$ cat src/rtl/fetch_stage.sv
// IF stage: owns the PC, issues instruction reads, and registers each fetched word into the IF/ID latch.
// Latency: a word returned with ihit in cycle N appears on ifid_* after edge N; a redirect in cycle N gives imemaddr=target in cycle N+1.
// Backpressure: stall holds the PC, IF/ID and FSM (redirect overrides it); ihit low or HALT inserts bubbles.
module fetch_stage #(
  parameter logic [31:0] PC_INIT  = 32'h0000_0000,
  parameter logic [31:0] NOP_WORD = 32'h0000_0000
) (
  input  logic        CLK,
  input  logic        RST,
  input  logic        ihit,
  input  logic [31:0] imemload,
  output logic        imemREN,
  output logic [31:0] imemaddr,
  input  logic        stall,
  input  logic        redirect_valid,
  input  logic [31:0] redirect_pc,
  output logic [31:0] pc,
  output logic [31:0] ifid_instr,
  output logic [31:0] ifid_npc,
  output logic        ifid_valid,
  output logic        halted
);

  // Opcode that stops the front end until a reset or downstream redirect.
  localparam logic [5:0] HALT_OPCODE = 6'b111111;

  typedef enum logic [0:0] {
    FETCH = 1'b0,
    HALT  = 1'b1
  } fetch_state_t;

  fetch_state_t state, state_nxt;

  logic [31:0] pc_nxt;
  logic [31:0] ifid_instr_nxt;
  logic [31:0] ifid_npc_nxt;
  logic        ifid_valid_nxt;

  logic [31:0] pc_plus4;
  logic [31:0] redirect_aligned;
  logic        load_is_halt;

  // Sequential PC increment wraps naturally at 2^32.
  assign pc_plus4         = pc + 32'd4;
  // Instructions are word aligned; any low bits from the redirect source are dropped.
  assign redirect_aligned = {redirect_pc[31:2], 2'b00};
  assign load_is_halt     = (imemload[31:26] == HALT_OPCODE);

  // Memory-side and status outputs depend on registered state only, so
  // nothing from imemload/ihit reaches an output in the same cycle.
  assign imemaddr = pc;
  assign imemREN  = (state == FETCH);
  assign halted   = (state == HALT);

  // Next-state and next-latch selection: redirect beats stall beats ihit.
  always_comb begin
    state_nxt      = state;
    pc_nxt         = pc;
    ifid_instr_nxt = ifid_instr;
    ifid_npc_nxt   = ifid_npc;
    ifid_valid_nxt = ifid_valid;

    if (redirect_valid) begin
      // Taken branch/jump downstream: squash the latch, cancel any wrong-path HALT.
      pc_nxt         = redirect_aligned;
      ifid_instr_nxt = NOP_WORD;
      ifid_npc_nxt   = 32'd0;
      ifid_valid_nxt = 1'b0;
      state_nxt      = FETCH;
    end else if (stall) begin
      // Hazard unit holds everything; defaults already keep all state.
      state_nxt = state;
    end else begin
      unique case (state)
        FETCH: begin
          if (ihit) begin
            ifid_instr_nxt = imemload;
            ifid_npc_nxt   = pc_plus4;
            ifid_valid_nxt = 1'b1;
            if (load_is_halt) begin
              // The HALT word itself flows down the pipe; the PC parks on it.
              state_nxt = HALT;
            end else begin
              pc_nxt = pc_plus4;
            end
          end else begin
            // Memory not ready: hold the PC and feed a bubble to decode.
            ifid_instr_nxt = NOP_WORD;
            ifid_npc_nxt   = 32'd0;
            ifid_valid_nxt = 1'b0;
          end
        end
        HALT: begin
          ifid_instr_nxt = NOP_WORD;
          ifid_npc_nxt   = 32'd0;
          ifid_valid_nxt = 1'b0;
        end
        default: begin
          state_nxt = FETCH;
        end
      endcase
    end
  end

  // State, PC and IF/ID registers with synchronous reset taking priority over all inputs.
  always_ff @(posedge CLK) begin
    if (RST) begin
      state      <= FETCH;
      pc         <= PC_INIT;
      ifid_instr <= NOP_WORD;
      ifid_npc   <= 32'd0;
      ifid_valid <= 1'b0;
    end else begin
      state      <= state_nxt;
      pc         <= pc_nxt;
      ifid_instr <= ifid_instr_nxt;
      ifid_npc   <= ifid_npc_nxt;
      ifid_valid <= ifid_valid_nxt;
    end
  end

endmodule

$ cat config.mk
export PLATFORM = sky130hd
export DESIGN_NAME = fetch_stage
export DESIGN_NICKNAME = d
export VERILOG_FILES = /design/src/rtl/fetch_stage.sv
export SDC_FILE = /design/constraint.sdc
export NUM_CORES = 1
export LEC_CHECK = 0
export BUFFER_PORTS_ARGS = -buffer_cell sky130_fd_sc_hd__buf_4
export CORE_MARGIN = 2
export CORE_UTILIZATION = 35
export DETAILED_ROUTE_END_ITERATION = 12
export SETUP_SLACK_MARGIN = 0.1
export SYNTH_ARGS = -nofsm -noshare
export SYNTH_HDL_FRONTEND = slang
export SYNTH_SLANG_ARGS = --single-unit
$ cat constraint.sdc
create_clock -name CLK -period 2.2 [get_ports CLK]
set_clock_uncertainty 0.1 [all_clocks]
set_input_delay 0 -clock CLK [delete_from_list [all_inputs] [get_ports CLK]]
set_output_delay 0 -clock CLK [all_outputs]
set_load 0.01 [all_outputs]
==> metrics.md <==
| Metric | Value |
|---|---|
| Worst hold slack | `58.3 ps` |
| Critical path endpoint category | `register` |
| H-tree depth | `3` |
| I/O pin total | `200` |
| EDFF count, synth | `0` |
| IO buf count | `191` |
| Die width | `119 um` |
| Largest net degree at the start of global routing | `49` |
| DR WL/cell | `15.4 um` |
| Placer Congestion | `0.823` |
| Antenna violations before repair | `0` |
| CTS tree | `done` |
| Routed Antenna Nets | `0` |
| Root Driver | `clkbuf_16` |
| Clock Latency Late Sink | `340 ps` |
| Syn Std Cell Area | `4600 sq um` |
| Die Height | `119 um` |
| R2r setup slk | `170 ps` |
| Final setup TNS | `0 ps` |
| Core Box Area | `12700 sq um` |
| Max cap viols | `0` |
| Grt total ovfl | `0` |
| Router iterations before antenna repair | `4` |
| VDD IR max | `0.000321 V` |
| Clock buffer count from CTS | `9` |
| Crit Path Max Fanout | `11` |
| Share of cells above drive strength 1 | `0.353` |
| Layout area overhead | `55.1%` |
| Ys Warns | `0` |
| Clk slew on worst S/H paths | `70 ps` |
| Hold Path Origin | `redirect_valid` |
| R2r worst-path depth | `6` |
| Slew @ Worst Pin | `502 ps` |
| Syn avg cell area | `8.72 sq um` |
| DR iter-0 viols | `304` |
| DRC viols | `0` |
| Nets | `839` |
| Reg2reg end | `imemaddr[20]` |
| Leading area contributor after synthesis | `dfxtp_1` |
| Vias in the first global route | `4651` |
| Routed Wire Length | `14600 um` |
| Post-synth top area share | `0.409` |
| Top post-synthesis cells by area | `dfxtp_1 (41%), xnor2_1 (7.8%), a22oi_1 (6.5%), buf_4 (6.4%), nor2_1 (5.6%)` |
| HPWL Detailed | `9920 um` |
| Setup CP Type | `reg -> reg` |
| First-pass GRT wire length | `23500 um` |
| DR vias/cell | `4.96` |
| GRT Resource Usage Total | `0.207` |
| Reg area | `1890 sq um` |
| Outcome | `complete, no violations` |
| Die area | `14100 sq um` |
| Relative slew slack | `0.665` |
| Worst EP required | `2350 ps` |
| F_max | `493 MHz` |
| Hold EP | `imemaddr[30]` |
| Worst Hold Depth | `5` |
| Ys flop type | `dfxtp_1` |
| Row count | `41` |
| Worst hold path class | `in -> reg` |
| Fin. max-slew vios | `0` |
| Part of the cycle the worst path needs | `0.921` |
| Area of the multi-input gates | `2230 sq um` |
| Worst flop-to-flop path startpoint | `imemaddr[2]` |
| Fillcell total | `1186` |
| CTS sink cnt | `94` |
| Via Count | `4689` |
| Library cells used by synthesis | `51` |
| Crit path DAT | `2180 ps` |
| Post-synthesis cell count | `528` |
| Initial Utilization | `0.362` |
| Startpoint types | `register` |
| Antenna cells | `0` |
| Register area share after synthesis | `0.409` |
| RSZ-0062 raised after global routing | `yes` |
| Leakage | `2.95 nW` |
| Final Critical Period | `2030 ps` |
| Register bit total from synthesis | `94` |
| Power density cells | `579 nW/um^2` |
| Final setup fails | `0` |
| Final hold violations | `0` |
| Maximum clock path buffer count | `2` |
| Synth async-reset ratio | `0` |
## critical path, stage by stage (launching register included)
cell	delay (ps)
dfxtp_2	330
ha_2	170
nand4_1	140
or3_4	500
nor4_1	350
xnor2_1	100
a211oi_1	250
## worst max path at each step
stage / cells after the start / end / slack, ps / startpoint
detailed placement: 5 / imemaddr[20] / 120 / imemaddr[13]
floorplan: 7 / imemaddr[22] / 100 / imemaddr[3]
CTS: 5 / imemaddr[20] / 120 / imemaddr[11]
finish: 6 / imemaddr[20] / 170 / imemaddr[2]
global placement: 7 / imemaddr[30] / 190 / imemaddr[3]
global route: 7 / imemaddr[30] / 70 / imemaddr[3]
## cells by family (layout without fill, tap and decap cells)
family,Yosys count,after routing,share of synthesized area
other cells,1,6,0.000815
xor+xnor,49,49,0.0932
flops,94,94,0.409
mux,1,1,0.00245
fa+ha+maj,1,1,0.00272
buf+inv,86,327,0.114
compound gates,108,108,0.160
simple gates,188,188,0.217
## cells in the final DEF, fill, tap and decap left out, types with 7 or more instances in the layout
cell type        n
a211oi_1        16
buf_4          229
clkbuf_16        9
nor3_1          15
dlygate4sd3_1   73
xnor2_1         41
nand3_1         10
inv_1            8
o21ai_0         23
a22oi_1         40
nand4_1          7
nor4_2           7
nor2_1          69
nand2_1         48
xor2_1           8
dfxtp_1         89
a21oi_1         10
## routing by layer
layer | vias up | track usage | share of wire
met4 | 0 | 0.0863 | 0.025
met5 | - | 0 | 0
li1 | 2281 | - | -
met2 | 148 | 0.364 | 0.50
met1 | 2233 | 0.249 | 0.43
met3 | 27 | 0.0319 | 0.044
## per-stage QoR
| step | power (mW) | setup WS (ps) | instance area (sq um) | utilization | instances |
|---|---|---|---|---|---|
| finish | 4.13 | 173 | 7140 | 0.561 | 946 |
| global route | 4.31 | 71.1 | 7140 | 0.561 | 946 |
| CTS | 4.16 | 115 | 7090 | 0.557 | 943 |
| detailed placement | 2.47 | 122 | 6060 | 0.476 | 854 |
| global placement | 2.46 | 188 | 6060 | 0.476 | 854 |
| floorplan | 2.19 | 102 | 4630 | - | 533 |
## power by group
| part | leakage [nW] | internal (mW) | switching [mW] |
|---|---|---|---|
| logic | 2.04 | 0.401 | 0.330 |
| registers | 0.768 | 1.76 | 0.0558 |
| clock network | 0.146 | 0.943 | 0.644 |
| total | 2.95 | 3.10 | 1.03 |
## cells in the mapped netlist, drive strengths merged (11+ instances only)
cell type,n
clkbuf,25
dfxtp,94
xnor2,41
nor4,14
nor3,16
nand4,11
nor2,69
buf,50
o21ai,26
a22oi,40
nand2,49
a211oi,16
## area by class of cell
cell class | instances | share of cell area
sequential | 94 | 0.265
multi-input combinational | 353 | 0.313
timing repair buffer | 303 | 0.346
clock buffer | 13 | 0.0365
tap | 172 | 0.0301
inverter | 8 | 0.00421
clock inverter | 3 | 0.00596
## sequential cells by signal, summed over array words and instances (netlist names)
| signal | cells |
|---|---|
| ifid_instr | 32 |
| ifid_npc | 30 |
| imemaddr | 30 |
| halted | 1 |
| ifid_valid | 1 |
## repair_timing
item	CTS	global route
setup endpoints to repair	0	33
hold buffers	73	0
setup buffers	0	3
gates resized for setup	0	8
endpoints found under the hold margin	63	0
No activity file was read; power rests on OpenSTA's default activity.
